## src/rtl/seq_alu.sv

```systemverilog
// Handshaked ALU with registered results: single-cycle logic/arith ops plus
// iterative unsigned multiply (shift/add) and restoring divide (shift/subtract).
module seq_alu #(
   parameter int unsigned WIDTH = 8
) (
   input  logic             clk,
   input  logic             rst,
   input  logic             in_valid,
   output logic             in_ready,
   input  logic [WIDTH-1:0] a,
   input  logic [WIDTH-1:0] b,
   input  logic [2:0]       op,
   output logic             out_valid,
   input  logic             out_ready,
   output logic [WIDTH-1:0] result,
   output logic [WIDTH-1:0] hi,
   output logic             zero,
   output logic             carry,
   output logic             negative,
   output logic             overflow,
   output logic             dbz
);

   localparam int unsigned CW = $clog2(WIDTH + 1);
   localparam logic [CW-1:0] LAST = CW'(WIDTH - 1);

   localparam logic [2:0] OP_ADD = 3'b000;
   localparam logic [2:0] OP_SUB = 3'b001;
   localparam logic [2:0] OP_AND = 3'b010;
   localparam logic [2:0] OP_OR  = 3'b011;
   localparam logic [2:0] OP_XOR = 3'b100;
   localparam logic [2:0] OP_SLT = 3'b101;
   localparam logic [2:0] OP_MUL = 3'b110;
   localparam logic [2:0] OP_DIV = 3'b111;

   typedef enum logic [1:0] {S_IDLE, S_BUSY, S_DONE} state_t;

   state_t           state_q, state_d;
   logic [CW-1:0]    cnt_q, cnt_d;
   logic             is_mul_q, is_mul_d;
   logic [WIDTH-1:0] opnd_q, opnd_d;
   logic [WIDTH-1:0] acc_hi_q, acc_hi_d;
   logic [WIDTH-1:0] acc_lo_q, acc_lo_d;
   logic             out_valid_q, out_valid_d;
   logic [WIDTH-1:0] result_q, result_d;
   logic [WIDTH-1:0] hi_q, hi_d;
   logic             zero_q, zero_d;
   logic             carry_q, carry_d;
   logic             negative_q, negative_d;
   logic             overflow_q, overflow_d;
   logic             dbz_q, dbz_d;

   logic [WIDTH:0]   add_w, sub_w, mul_sum, div_sh;
   logic [WIDTH-1:0] div_sub, mul_hi_n, mul_lo_n, div_hi_n, div_lo_n;
   logic [WIDTH-1:0] step_hi, step_lo;
   logic             mul_top, div_ge;
   logic             load;
   logic [WIDTH-1:0] fin_res, fin_hi;
   logic             fin_carry, fin_ovf, fin_dbz;

   always_comb begin
      state_d     = state_q;
      cnt_d       = cnt_q;
      is_mul_d    = is_mul_q;
      opnd_d      = opnd_q;
      acc_hi_d    = acc_hi_q;
      acc_lo_d    = acc_lo_q;
      out_valid_d = out_valid_q;
      result_d    = result_q;
      hi_d        = hi_q;
      zero_d      = zero_q;
      carry_d     = carry_q;
      negative_d  = negative_q;
      overflow_d  = overflow_q;
      dbz_d       = dbz_q;
      load        = 1'b0;
      fin_res     = '0;
      fin_hi      = '0;
      fin_carry   = 1'b0;
      fin_ovf     = 1'b0;
      fin_dbz     = 1'b0;

      add_w = {1'b0, a} + {1'b0, b};
      sub_w = {1'b0, a} - {1'b0, b};

      // MUL step: acc_lo holds the multiplier, shifted out LSB-first as product bits arrive
      mul_sum = {1'b0, acc_hi_q} + {1'b0, opnd_q};
      if (acc_lo_q[0]) {mul_top, mul_hi_n, mul_lo_n} = {1'b0, mul_sum, acc_lo_q[WIDTH-1:1]};
      else             {mul_top, mul_hi_n, mul_lo_n} = {2'b00, acc_hi_q, acc_lo_q[WIDTH-1:1]};

      // DIV step: acc_hi is the partial remainder, acc_lo shifts dividend out / quotient in
      div_sh   = {acc_hi_q, acc_lo_q[WIDTH-1]};
      div_ge   = div_sh >= {1'b0, opnd_q};
      div_sub  = div_sh[WIDTH-1:0] - opnd_q;
      div_hi_n = div_ge ? div_sub : div_sh[WIDTH-1:0];
      div_lo_n = {acc_lo_q[WIDTH-2:0], div_ge};

      step_hi = is_mul_q ? mul_hi_n : div_hi_n;
      step_lo = is_mul_q ? mul_lo_n : div_lo_n;

      unique case (state_q)
         S_IDLE: begin
            if (in_valid) begin
               if (op == OP_MUL || (op == OP_DIV && b != '0)) begin
                  state_d  = S_BUSY;
                  cnt_d    = '0;
                  is_mul_d = (op == OP_MUL);
                  opnd_d   = (op == OP_MUL) ? a : b;
                  acc_hi_d = '0;
                  acc_lo_d = (op == OP_MUL) ? b : a;
               end else begin
                  load = 1'b1;
                  unique case (op)
                     OP_ADD: begin
                        fin_res   = add_w[WIDTH-1:0];
                        fin_carry = add_w[WIDTH];
                        fin_ovf   = (a[WIDTH-1] == b[WIDTH-1]) && (add_w[WIDTH-1] != a[WIDTH-1]);
                     end
                     OP_SUB: begin
                        fin_res   = sub_w[WIDTH-1:0];
                        fin_carry = sub_w[WIDTH];
                        fin_ovf   = (a[WIDTH-1] != b[WIDTH-1]) && (sub_w[WIDTH-1] != a[WIDTH-1]);
                     end
                     OP_AND: fin_res = a & b;
                     OP_OR:  fin_res = a | b;
                     OP_XOR: fin_res = a ^ b;
                     OP_SLT: fin_res[0] = $signed(a) < $signed(b);
                     default: begin
                        fin_res = '1;
                        fin_hi  = a;
                        fin_dbz = 1'b1;
                     end
                  endcase
               end
            end
         end
         S_BUSY: begin
            acc_hi_d = step_hi;
            acc_lo_d = step_lo;
            cnt_d    = cnt_q + 1'b1;
            if (cnt_q == LAST) begin
               load      = 1'b1;
               fin_res   = step_lo;
               fin_hi    = step_hi;
               fin_carry = is_mul_q && (step_hi != '0);
            end
         end
         S_DONE: begin
            if (out_ready) begin
               state_d     = S_IDLE;
               out_valid_d = 1'b0;
            end
         end
         default: state_d = S_IDLE;
      endcase

      if (load) begin
         state_d     = S_DONE;
         out_valid_d = 1'b1;
         result_d    = fin_res;
         hi_d        = fin_hi;
         zero_d      = (fin_res == '0);
         carry_d     = fin_carry;
         negative_d  = fin_res[WIDTH-1];
         overflow_d  = fin_ovf;
         dbz_d       = fin_dbz;
      end
   end

   always_ff @(posedge clk or posedge rst) begin
      if (rst) begin
         state_q     <= S_IDLE;
         cnt_q       <= '0;
         is_mul_q    <= 1'b0;
         opnd_q      <= '0;
         acc_hi_q    <= '0;
         acc_lo_q    <= '0;
         out_valid_q <= 1'b0;
         result_q    <= '0;
         hi_q        <= '0;
         zero_q      <= 1'b0;
         carry_q     <= 1'b0;
         negative_q  <= 1'b0;
         overflow_q  <= 1'b0;
         dbz_q       <= 1'b0;
      end else begin
         state_q     <= state_d;
         cnt_q       <= cnt_d;
         is_mul_q    <= is_mul_d;
         opnd_q      <= opnd_d;
         acc_hi_q    <= acc_hi_d;
         acc_lo_q    <= acc_lo_d;
         out_valid_q <= out_valid_d;
         result_q    <= result_d;
         hi_q        <= hi_d;
         zero_q      <= zero_d;
         carry_q     <= carry_d;
         negative_q  <= negative_d;
         overflow_q  <= overflow_d;
         dbz_q       <= dbz_d;
      end
   end

   assign in_ready  = (state_q == S_IDLE) && !rst;
   assign out_valid = out_valid_q;
   assign result    = result_q;
   assign hi        = hi_q;
   assign zero      = zero_q;
   assign carry     = carry_q;
   assign negative  = negative_q;
   assign overflow  = overflow_q;
   assign dbz       = dbz_q;

endmodule
```

## config.mk

```make
export PLATFORM = sky130hd
export DESIGN_NAME = seq_alu
export DESIGN_NICKNAME = d
export VERILOG_FILES = /design/src/rtl/seq_alu.sv
export SDC_FILE = /design/constraint.sdc
export NUM_CORES = 1
export LEC_CHECK = 0
export ABC_CLOCK_PERIOD_IN_PS = 4300
export CAP_MARGIN = 10
export CORE_MARGIN = 2
export CORE_UTILIZATION = 40
export CTS_CLUSTER_DIAMETER = 150
export DETAILED_ROUTE_END_ITERATION = 16
export GPL_ROUTABILITY_DRIVEN = 0
export PLACE_DENSITY = 0.6
export SYNTH_ARGS = -nofsm -noshare
export SYNTH_HDL_FRONTEND = slang
export SYNTH_SLANG_ARGS = --single-unit
export TNS_END_PERCENT = 30
```

## constraint.sdc

```tcl
create_clock -name clk -period 4.3 [get_ports clk]
set_input_delay 0.645 -clock clk [delete_from_list [all_inputs] [get_ports clk]]
set_output_delay 0.645 -clock clk [all_outputs]
set_load 0.05 [all_outputs]
```

==> impl_metrics.json <==
{
  "coreArea_mm2": 0.0113,
  "clock_latency_ns": 0.30,
  "clock_power_share_pct": 11.6,
  "yosys.area_share.simple_pct": 17.4,
  "yosys_warnings": 0,
  "run_status": "complete, no violations",
  "cellLeakagePower_uw": 0.00240,
  "die_w_um": 111,
  "grt_pass1_wl_mm": 22.2,
  "seq_power_share_pct": 26.5,
  "cts_made_buffers": 5,
  "synth_enable_flop_cells": 0,
  "total_placed_instance_area_mm2": 0.00511,
  "flow.area_growth_from_synthesis_pct": 14.7,
  "drive_gt1_share_pct": 6.02,
  "synth_mux_area_share_pct": 2.79,
  "postSynthCellCount": 571,
  "total_switching_power_uw": 1780,
  "post_synth_xor_area_fraction_pct": 2.29,
  "clock_sink_count": 52,
  "io_buffers": 45,
  "synth_area_leader_cell": "dfrtp_1",
  "drtIter0Drc": 264,
  "peakVddDrop_uv": 293,
  "worst_setup_path_start_kind": "input port",
  "grt_antenna_before_repair": 0,
  "synth_seq_cells": 52,
  "post_synth_instance_area_mm2": 0.00458,
  "post-place-cells": 733,
  "detail_route.first_pass.iterations": 5,
  "finalWorstPathRequiredPeriod_ns": 3.59,
  "fraction_of_registers_with_async_set_reset_pct": 100,
  "postCtsSetupRepairBufs": 0,
  "hold_path.class": "register to register",
  "finalMaxSlewViolations": 0,
  "number_of_global_route_vias_before_repair": 4207,
  "min_period_over_period_pct": 83.5,
  "die_area_mm2": 0.0123,
  "critical_path_arrival_ns": 3.80,
  "wl_per_cell_um": 18.6,
  "dp_hpwl_mm": 10.5,
  "setup-tns-final_ns": 0,
  "adder_cell_share_of_the_synthesized_area_pct": 12.9,
  "track_usage_pct": 22.4,
  "utilization_pct": 46.4,
  "grt_setup_unrepaired": "no",
  "max_clock_freq_mhz": 279,
  "totalWireLength_mm": 13.8,
  "number_of_placement_rows": 39,
  "via_count": 4319,
  "layout.filler_cells": 1139,
  "io_pins": 46,
  "setup_violations": 0,
  "cts_hold_repair.buffers": 0,
  "internal_dissipation_uw": 1770,
  "power_switching_share_pct": 50.1,
  "nets": 665,
  "clockRootBuffer": "clkbuf_16",
  "tightestPinTransition_ns": 0.883,
  "synth_top_cells_by_area": "dfrtp_1 (28%), ha_1 (11%), a21oi_1 (5.7%), o21ai_0 (5.6%), nor2_1 (5.0%)",
  "grt_start_max_net_pins": 53,
  "timing.reg2reg.setup_slack_ns": 1.15,
  "cap_violations": 0,
  "area_fraction_in_compound_gates_after_synthesis_pct": 29.3,
  "dominant_combinational_cell_family_by_area_after_synthesis": "compound AO/OA/AOI/OAI gates",
  "p_per_area_mw_per_mm2": 676,
  "synthFlopType": "dfrtp_1",
  "postSynthNetCount": 639,
  "comb_power_share_pct": 62.0,
  "post-route-drc-count": 0,
  "postSynthAreaPerCell_um2": 8.02,
  "clock_transition_at_the_registers_of_the_reported_paths_ns": 0.07,
  "finalHoldViolCount": 0,
  "detail_route_antenna_nets": 0,
  "gr-total-overflow": 0,
  "viasPerCell": 5.83,
  "synth_cell_types": 66,
  "cts_buffer_depth": 2,
  "worstPathRequired_ns": 4.51,
  "worstPathMaxFanout": 5,
  "ant_cells": 0,
  "largest_clock_skew_in_the_final_design_ns": 0.00798,
  "tritoncts": "built",
  "fp.dieH_um": 111,
  "cts_max_level": 2,
  "worstSetupEndpointType": "register",
  "start_util_pct": 40.5,
  "layoutNonFillerInstCount": 741,
  "seq_area_frac_synth_pct": 28.4,
  "synth_top_area_share_pct": 28.4,
  "path_class": "input port to register",
  "totalPowerFinal_uw": 3550,
  "design_area_mm2": 0.00526,
  "postCtsResizedCells": 0,
  "slew_headroom_pct": 41.1
}
==> worst max-delay path, cell delays in order <==
cell and delay (ns):
clkdlybuf4s50_1 0.61, inv_1 0.18, ha_1 0.36, o21bai_1 0.37
a21o_1 0.18, mux2i_1 0.08, xnor2_1 0.15, o221ai_1 0.24
a211oi_1 0.30, or4b_1 0.47, o31ai_2 0.20
==> per-stage QoR <==
step                      hold WS [ns]  setup slack (ns)
after floorplan                  0.462              1.54
after global placement           0.465             0.445
final                            0.479             0.710
after global routing             0.509             0.537
after CTS                        0.484             0.717
after detailed placement         0.467             0.403
==> kinds of logic (layout without fill, tap and decap cells) <==
group	after synthesis	count (layout)
muxes	12	12
buffers and inverters	74	101
AOI/OAI and AO/OA	205	205
adders and majority gates	45	45
xor gates and xnor gates	12	12
and+or+nand+nor	171	171
DFF	52	52
==> layout make-up <==
cell class | instances | area (µm²) | area share [%]
sequential | 52 | 1300 | 24.8
inverter | 40 | 150 | 2.86
clock buffer | 5 | 125 | 2.38
tap | 143 | 179 | 3.40
clock inverter | 3 | 22.5 | 0.429
multi-input combinational | 445 | 2970 | 56.5
timing repair buffer | 53 | 510 | 9.71
==> registers in the layout, indices dropped and copies added, names as in the netlist <==
signal	flops
result	8
is_mul_q	1
out_valid	1
overflow	1
acc_lo_q	8
acc_hi_q	8
dbz	1
cnt_q	4
opnd_q	8
hi	8
state_q	2
zero	1
carry	1
==> power groups by stage <==
stage	logic [µW]	registers, µW	clock network (µW)
after floorplan	1370	1120	0
after global placement	2150	945	0
after detailed placement	2170	948	0
after CTS	2190	939	416
after global routing	2400	971	440
final	2200	939	411
==> Yosys cell counts (all sizes together), types with 2 or more instances <==
cell type  count
nor2          62
o21ai         55
a21oi         53
dfrtp         52
nand2         51
ha            41
inv           40
clkbuf        20
buf           14
a22oi         12
nor2b         12
a21o          11
xnor2         11
a211oi        10
nor3          10
a22o           8
o31ai          7
a31oi          6
mux2           6
mux2i          6
o21bai         6
or2            6
nand3          5
nand4          5
a222oi         4
fa             4
o21a           4
a21boi         3
a221oi         3
and2           3
and3           3
nand2b         3
nor3b          3
o211ai         3
o221ai         3
o2bb2ai        3
nand3b         2
nor4           2
o22ai          2
o41ai          2
==> layer usage <==
layer,global-route usage (%),routed length [µm],share of wire (%),vias up
li1,-,-,-,2098
met1,29.0,5950,43,2084
met2,39.2,6890,50,116
met3,2.46,608,4.4,21
met4,7.00,329,2.4,0
met5,0,0,0,-
==> cells in the final DEF (no fill, tap or decap), types with 5 or more instances in the layout <==
master,n
ha_1,41
nand4_1,5
clkbuf_16,5
a211oi_1,10
inv_1,39
a22oi_1,12
dfrtp_1,52
nand3_1,5
xnor2_1,11
o21ai_0,51
mux2i_1,6
nand2_1,51
buf_4,8
a21oi_1,52
clkdlybuf4s50_1,45
a21o_1,11
o21bai_1,6
nor3_1,9
nor2b_1,12
nor2_1,61
a31oi_1,6
o31ai_1,6
mux2_2,6
a22o_1,8
==> final timing paths <==
| check | from | end | depth (start not counted) |
|---|---|---|---|
| hold reg to reg | overflow | overflow | 2 |
| hold / removal | overflow | overflow | 2 |
| setup reg to reg | opnd_q[1] | carry | 10 |
| min in group asynchronous | rst | out_valid | 3 |
| setup / recovery | a[1] | zero | 11 |
| max in group asynchronous | rst | hi[2] | 3 |
Power figures use the tool's default switching activity.
==> variant 1, RTL diff (same settings) <==
Take the reset off `result_q` and `hi_q` and load them in a clocked block of their own.
--- a/src/rtl/seq_alu.sv
+++ b/src/rtl/seq_alu.sv
@@ -176,8 +176,6 @@
          acc_hi_q    <= '0;
          acc_lo_q    <= '0;
          out_valid_q <= 1'b0;
-         result_q    <= '0;
-         hi_q        <= '0;
          zero_q      <= 1'b0;
          carry_q     <= 1'b0;
          negative_q  <= 1'b0;
@@ -191,14 +189,17 @@
          acc_hi_q    <= acc_hi_d;
          acc_lo_q    <= acc_lo_d;
          out_valid_q <= out_valid_d;
-         result_q    <= result_d;
-         hi_q        <= hi_d;
          zero_q      <= zero_d;
          carry_q     <= carry_d;
          negative_q  <= negative_d;
          overflow_q  <= overflow_d;
          dbz_q       <= dbz_d;
       end
+   end
+
+   always_ff @(posedge clk) begin
+      result_q <= result_d;
+      hi_q     <= hi_d;
    end
 
    assign in_ready  = (state_q == S_IDLE) && !rst;
Behaviour: not the same (a bounded check fails within 4 cycles, from zero or initial values and one cycle with rst high).
==> variant 1 against the unedited design <==
Area after synthesis barely moved. Cell count fell by 3.4%. Sequential cell count rose by 1. Sequential share of layout area rose by 1.6 points. Worst setup slack improved by 0.0077 ns. Sequential power fell by 4.7%. Die area barely moved. Routed wire length fell by 2.8%. Power fell by 9.5%. Count of clock-buffer cells in the layout did not move. Cell area rose by 1.4%.
==> variant 1: results (changes against the unedited design) <==
stage,metric,value,unit,change
run_status,status,finished clean,,
logic_synthesis,synth_edf_count,16,,+16
pwr,ir_drop,0.000298,V,+1.8%
logic_synthesis,syn_nets,606,,-5.2%
cells_and_area,multi_input_area_share,53.6,%,-2.9 points
cells_and_area,clk_share,3.64,%,+0.83 points
worst_setup_path,r2r_slack,1.20,ns,+0.05 ns
worst_hold_path,holdCritStartpoint,zero,,
grt,grt_usage,22.4,%,about the same
logic_synthesis,synth_cell_type_count,68,,+3.0%
cells_and_area,fin_nets,640,,-3.8%
logic_synthesis,synth_common_cells,"nand2_1 (49), nor2_1 (47), o21ai_0 (47)",,
cells_and_area,finalInstanceArea,5330,µm²,+1.4%
route,via_per_inst,5.82,,-0.22%
pwr,p_leak,2.34,nW,-2.4%
sta,tightest_slew,0.889,ns,+0.00603 ns
sta,hold_slack,0.484,ns,+0.00444 ns
logic_synthesis,synth_compound_area_share,27.0,%,-2.3 points
logic_synthesis,avgSynthCellArea,8.52,µm²,+6.2%
grt,grt_pass1_wl,22.0,mm,-0.59%
placement,hpwl,10.4,mm,-1.6%
logic_synthesis,synth-seq-cells,53,,+1.9%
cells_and_area,inverters,45,,+13%
sta,skew,0.00606,ns,-0.00193 ns
grt,grt_max_degree,38,,-28%
cells_and_area,seq_area,1410,µm²,+8.1%
logic_synthesis,async_reset_ff_share,69.8,%,-30 points
route,vias,4164,,-3.6%
cells_and_area,fillers,1127,,-1.1%
cells_and_area,nMultiInputCombCells,412,,-7.4%
cells_and_area,nNonClkBuffers,55,,+3.8%
cells_and_area,layout.nonclk_buf_share,9.87,%,+0.15 points
worst_setup_path,r2r_start,acc_hi_q[5],,
worst_hold_path,hold_end,zero,,
route,drt_iter0_markers,324,,+23%
route,firstDrtPassIters,6,,+1
worst_setup_path,critPathMaxFanout,4,,-1
floorplan,die_w,111,µm,about the same
pwr,clock_power_share,16.3,%,+4.7 points
worst_setup_path,regToRegEndpoint,carry,,
worst_setup_path,slowest_delay,0.59,ns,-0.02 ns
worst_setup_path,cp-startpoint,a[0],,
clocking,clk_latency,0.29,ns,
logic_synthesis,synth_xor_area_share,2.68,%,+0.38 points
placement,dp_slack,0.445,ns,+0.0430 ns
placement,placed_cell_area,5130,µm²,+0.49%
variant 1: changes by cell type in the layout (fill, tap and decap cells not counted), moves of 5 or more:
cell,delta
o211ai_1,+20
edfxtp_1,+16
a21oi_1,-15
dfrtp_1,-15
nor2_1,-14
mux2i_1,+9
nor2b_1,-8
xor2_1,+7
inv_1,+5
o22ai_1,+5
xnor2_1,-5
variant 1: worst register-to-register path, cell delays in order (launching register included):
cell,delay [ns]
dfrtp_1,0.44
ha_1,0.36
a21o_1,0.18
a211o_1,0.32
a21oi_2,0.15
buf_4,0.22
mux2_2,0.37
o21a_1,0.17
nor4_1,0.32
nand4b_1,0.18
a31o_2,0.28
variant 1: layer usage:
layer / wire length (µm) / global-route usage [%] / up-vias / part of all wire (%)
li1: - / - / 2010 / -
met1: 6110 / 31.0 / 1987 / 46
met2: 6200 / 37.0 / 147 / 46
met3: 783 / 3.34 / 20 / 5.8
met4: 298 / 5.60 / 0 / 2.2
met5: 0 / 0 / - / 0
==> variant 2, RTL diff (same flow settings) <==
Made on the original files. `WIDTH`: 8 -> 16.
--- a/src/rtl/seq_alu.sv
+++ b/src/rtl/seq_alu.sv
@@ -1,7 +1,7 @@
 // Handshaked ALU with registered results: single-cycle logic/arith ops plus
 // iterative unsigned multiply (shift/add) and restoring divide (shift/subtract).
 module seq_alu #(
-   parameter int unsigned WIDTH = 8
+   parameter int unsigned WIDTH = 16
 ) (
    input  logic             clk,
    input  logic             rst,
Interface: changed (resized a, b, hi and result); port bits go from 46 to 78. No check against the original RTL was run, so the function may have changed too.
==> variant 2 against the unedited design <==
Worst setup slack worse by 0.20 ns. Area after synthesis up 100%. Sequential cell count up 41. Routed wire length up 140%. Power up 100%. Global-route usage up 5.7 points. Cell area up 110%. Register-to-register slack worse by 0.64 ns. Largest cell class unchanged.
==> variant 2: results (changes against the unedited design) <==
stage,metric,value,unit,change
run_status,status,finished clean,,
logic_synthesis,synth_top_flop_cell,dfrtp_1,,
route,dr_wl_met2,14.9,mm,+120%
logic_synthesis,synth_cell_type_count,83,,+26%
route,routedWlPerCell,21.6,µm,+16%
logic_synthesis,synth_common_cells,"o21ai_0 (115), nand2_1 (111), dfrtp_1 (93)",,
clocking,post-cts-setup-buffers,0,,unchanged
placement,port_buffers,77,,+71%
cells_and_area,fin_nets,1396,,+110%
pwr,p_leak,4.79,nW,+99%
logic_synthesis,syn_nets,1317,,+110%
logic_synthesis,synth-seq-area-share,25.2,%,-3.2 points
worst_setup_path,cp_slowest_cell,clkdlybuf4s50_1,,
route,met3_length,2.17,mm,+260%
grt,grt_usage,28.1,%,+5.7 points
logic_synthesis,synth_xor_area_share,2.28,%,-0.015 points
route,via_per_inst,6.22,,+6.7%
grt,grt_pass1_wl,53.3,mm,+140%
placement,dp.cells,1541,,+110%
grt,antenna_found_initial,2,,+2
grt,grt_pass1_vias,9161,,+120%
cells_and_area,drive_gt1_share,8.65,%,+2.6 points
sta,skew,0.0108,ns,+0.00278 ns
route,drt_iter0_markers,965,,+270%
placement,dp_slack,0.214,ns,-0.188 ns
worst_setup_path,critPathMaxFanout,10,,+5
grt,grt_max_degree,58,,+9.4%
clocking,cts_resized,0,,unchanged
logic_synthesis,synth_compound_area_share,32.5,%,+3.2 points
clocking,clockBufferDepth,2,,unchanged
sta,relSlewSlack,31.9,%,-9.2 points
route,wl_met1,15.4,mm,+160%
placement,hpwl,26.3,mm,+150%
logic_synthesis,yosys_warnings,0,,unchanged
route,finalWirelength,33.6,mm,+140%
logic_synthesis,synthMuxAreaShare,2.67,%,-0.11 points
route,top_layer_used,met5,,
logic_synthesis,netlist_instances,1188,,+110%
clocking,cts_buffers,9,,+4
clocking,h-tree-depth,3,,+1
placement,placed_cell_area,10500,µm²,+110%
worst_setup_path,cp_top_family,simple AND/OR/NAND/NOR gates,,
pwr,ir_drop,0.000559,V,+91%
logic_synthesis,yosys.area_share.adder,12.5,%,-0.41 points
logic_synthesis,synth_top_cells_by_area,"dfrtp_1 (25%), ha_1 (12%), o21ai_0 (6.2%), a21oi_1 (4.8%), nand2_1 (4.5%)",,
clocking,clk_latency,0.34,ns,+0.04 ns
worst_setup_path,crit_arrival,4.08,ns,+0.28 ns
==> variant 2: area by class of cell <==
type | count | area [µm²]
fill | 2271 | 11800
multi-input combinational | 932 | 6250
sequential | 93 | 2330
timing repair buffer | 142 | 1260
tap | 285 | 357
inverter | 89 | 337
clock buffer | 10 | 239
clock inverter | 6 | 51.3
==> variant 2: per-layer routing <==
layer	vias to the layer above	track usage (%)
li1	4531	-
met1	4653	39.6
met2	424	44.4
met3	69	4.14
met4	2	8.78
met5	-	0
==> variant 2: final timing paths <==
path	startpoint	to	slack [ns]	depth (start not counted)
worst max-delay path	b[2]	zero	0.51	13
worst min-delay path	result[3]	result[3]	0.48	2
worst max register to register	acc_hi_q[0]	carry	0.51	13
worst min register to register	result[3]	result[3]	0.48	2
max in group asynchronous	rst	opnd_q[6]	2.76	3
min in group asynchronous	rst	result[3]	0.71	2
==> variant 2: report_power, final <==
group / internal (mW) / switching [mW]
clock: 0.420 / 0.372
combinational: 1.86 / 2.96
sequential: 1.23 / 0.427
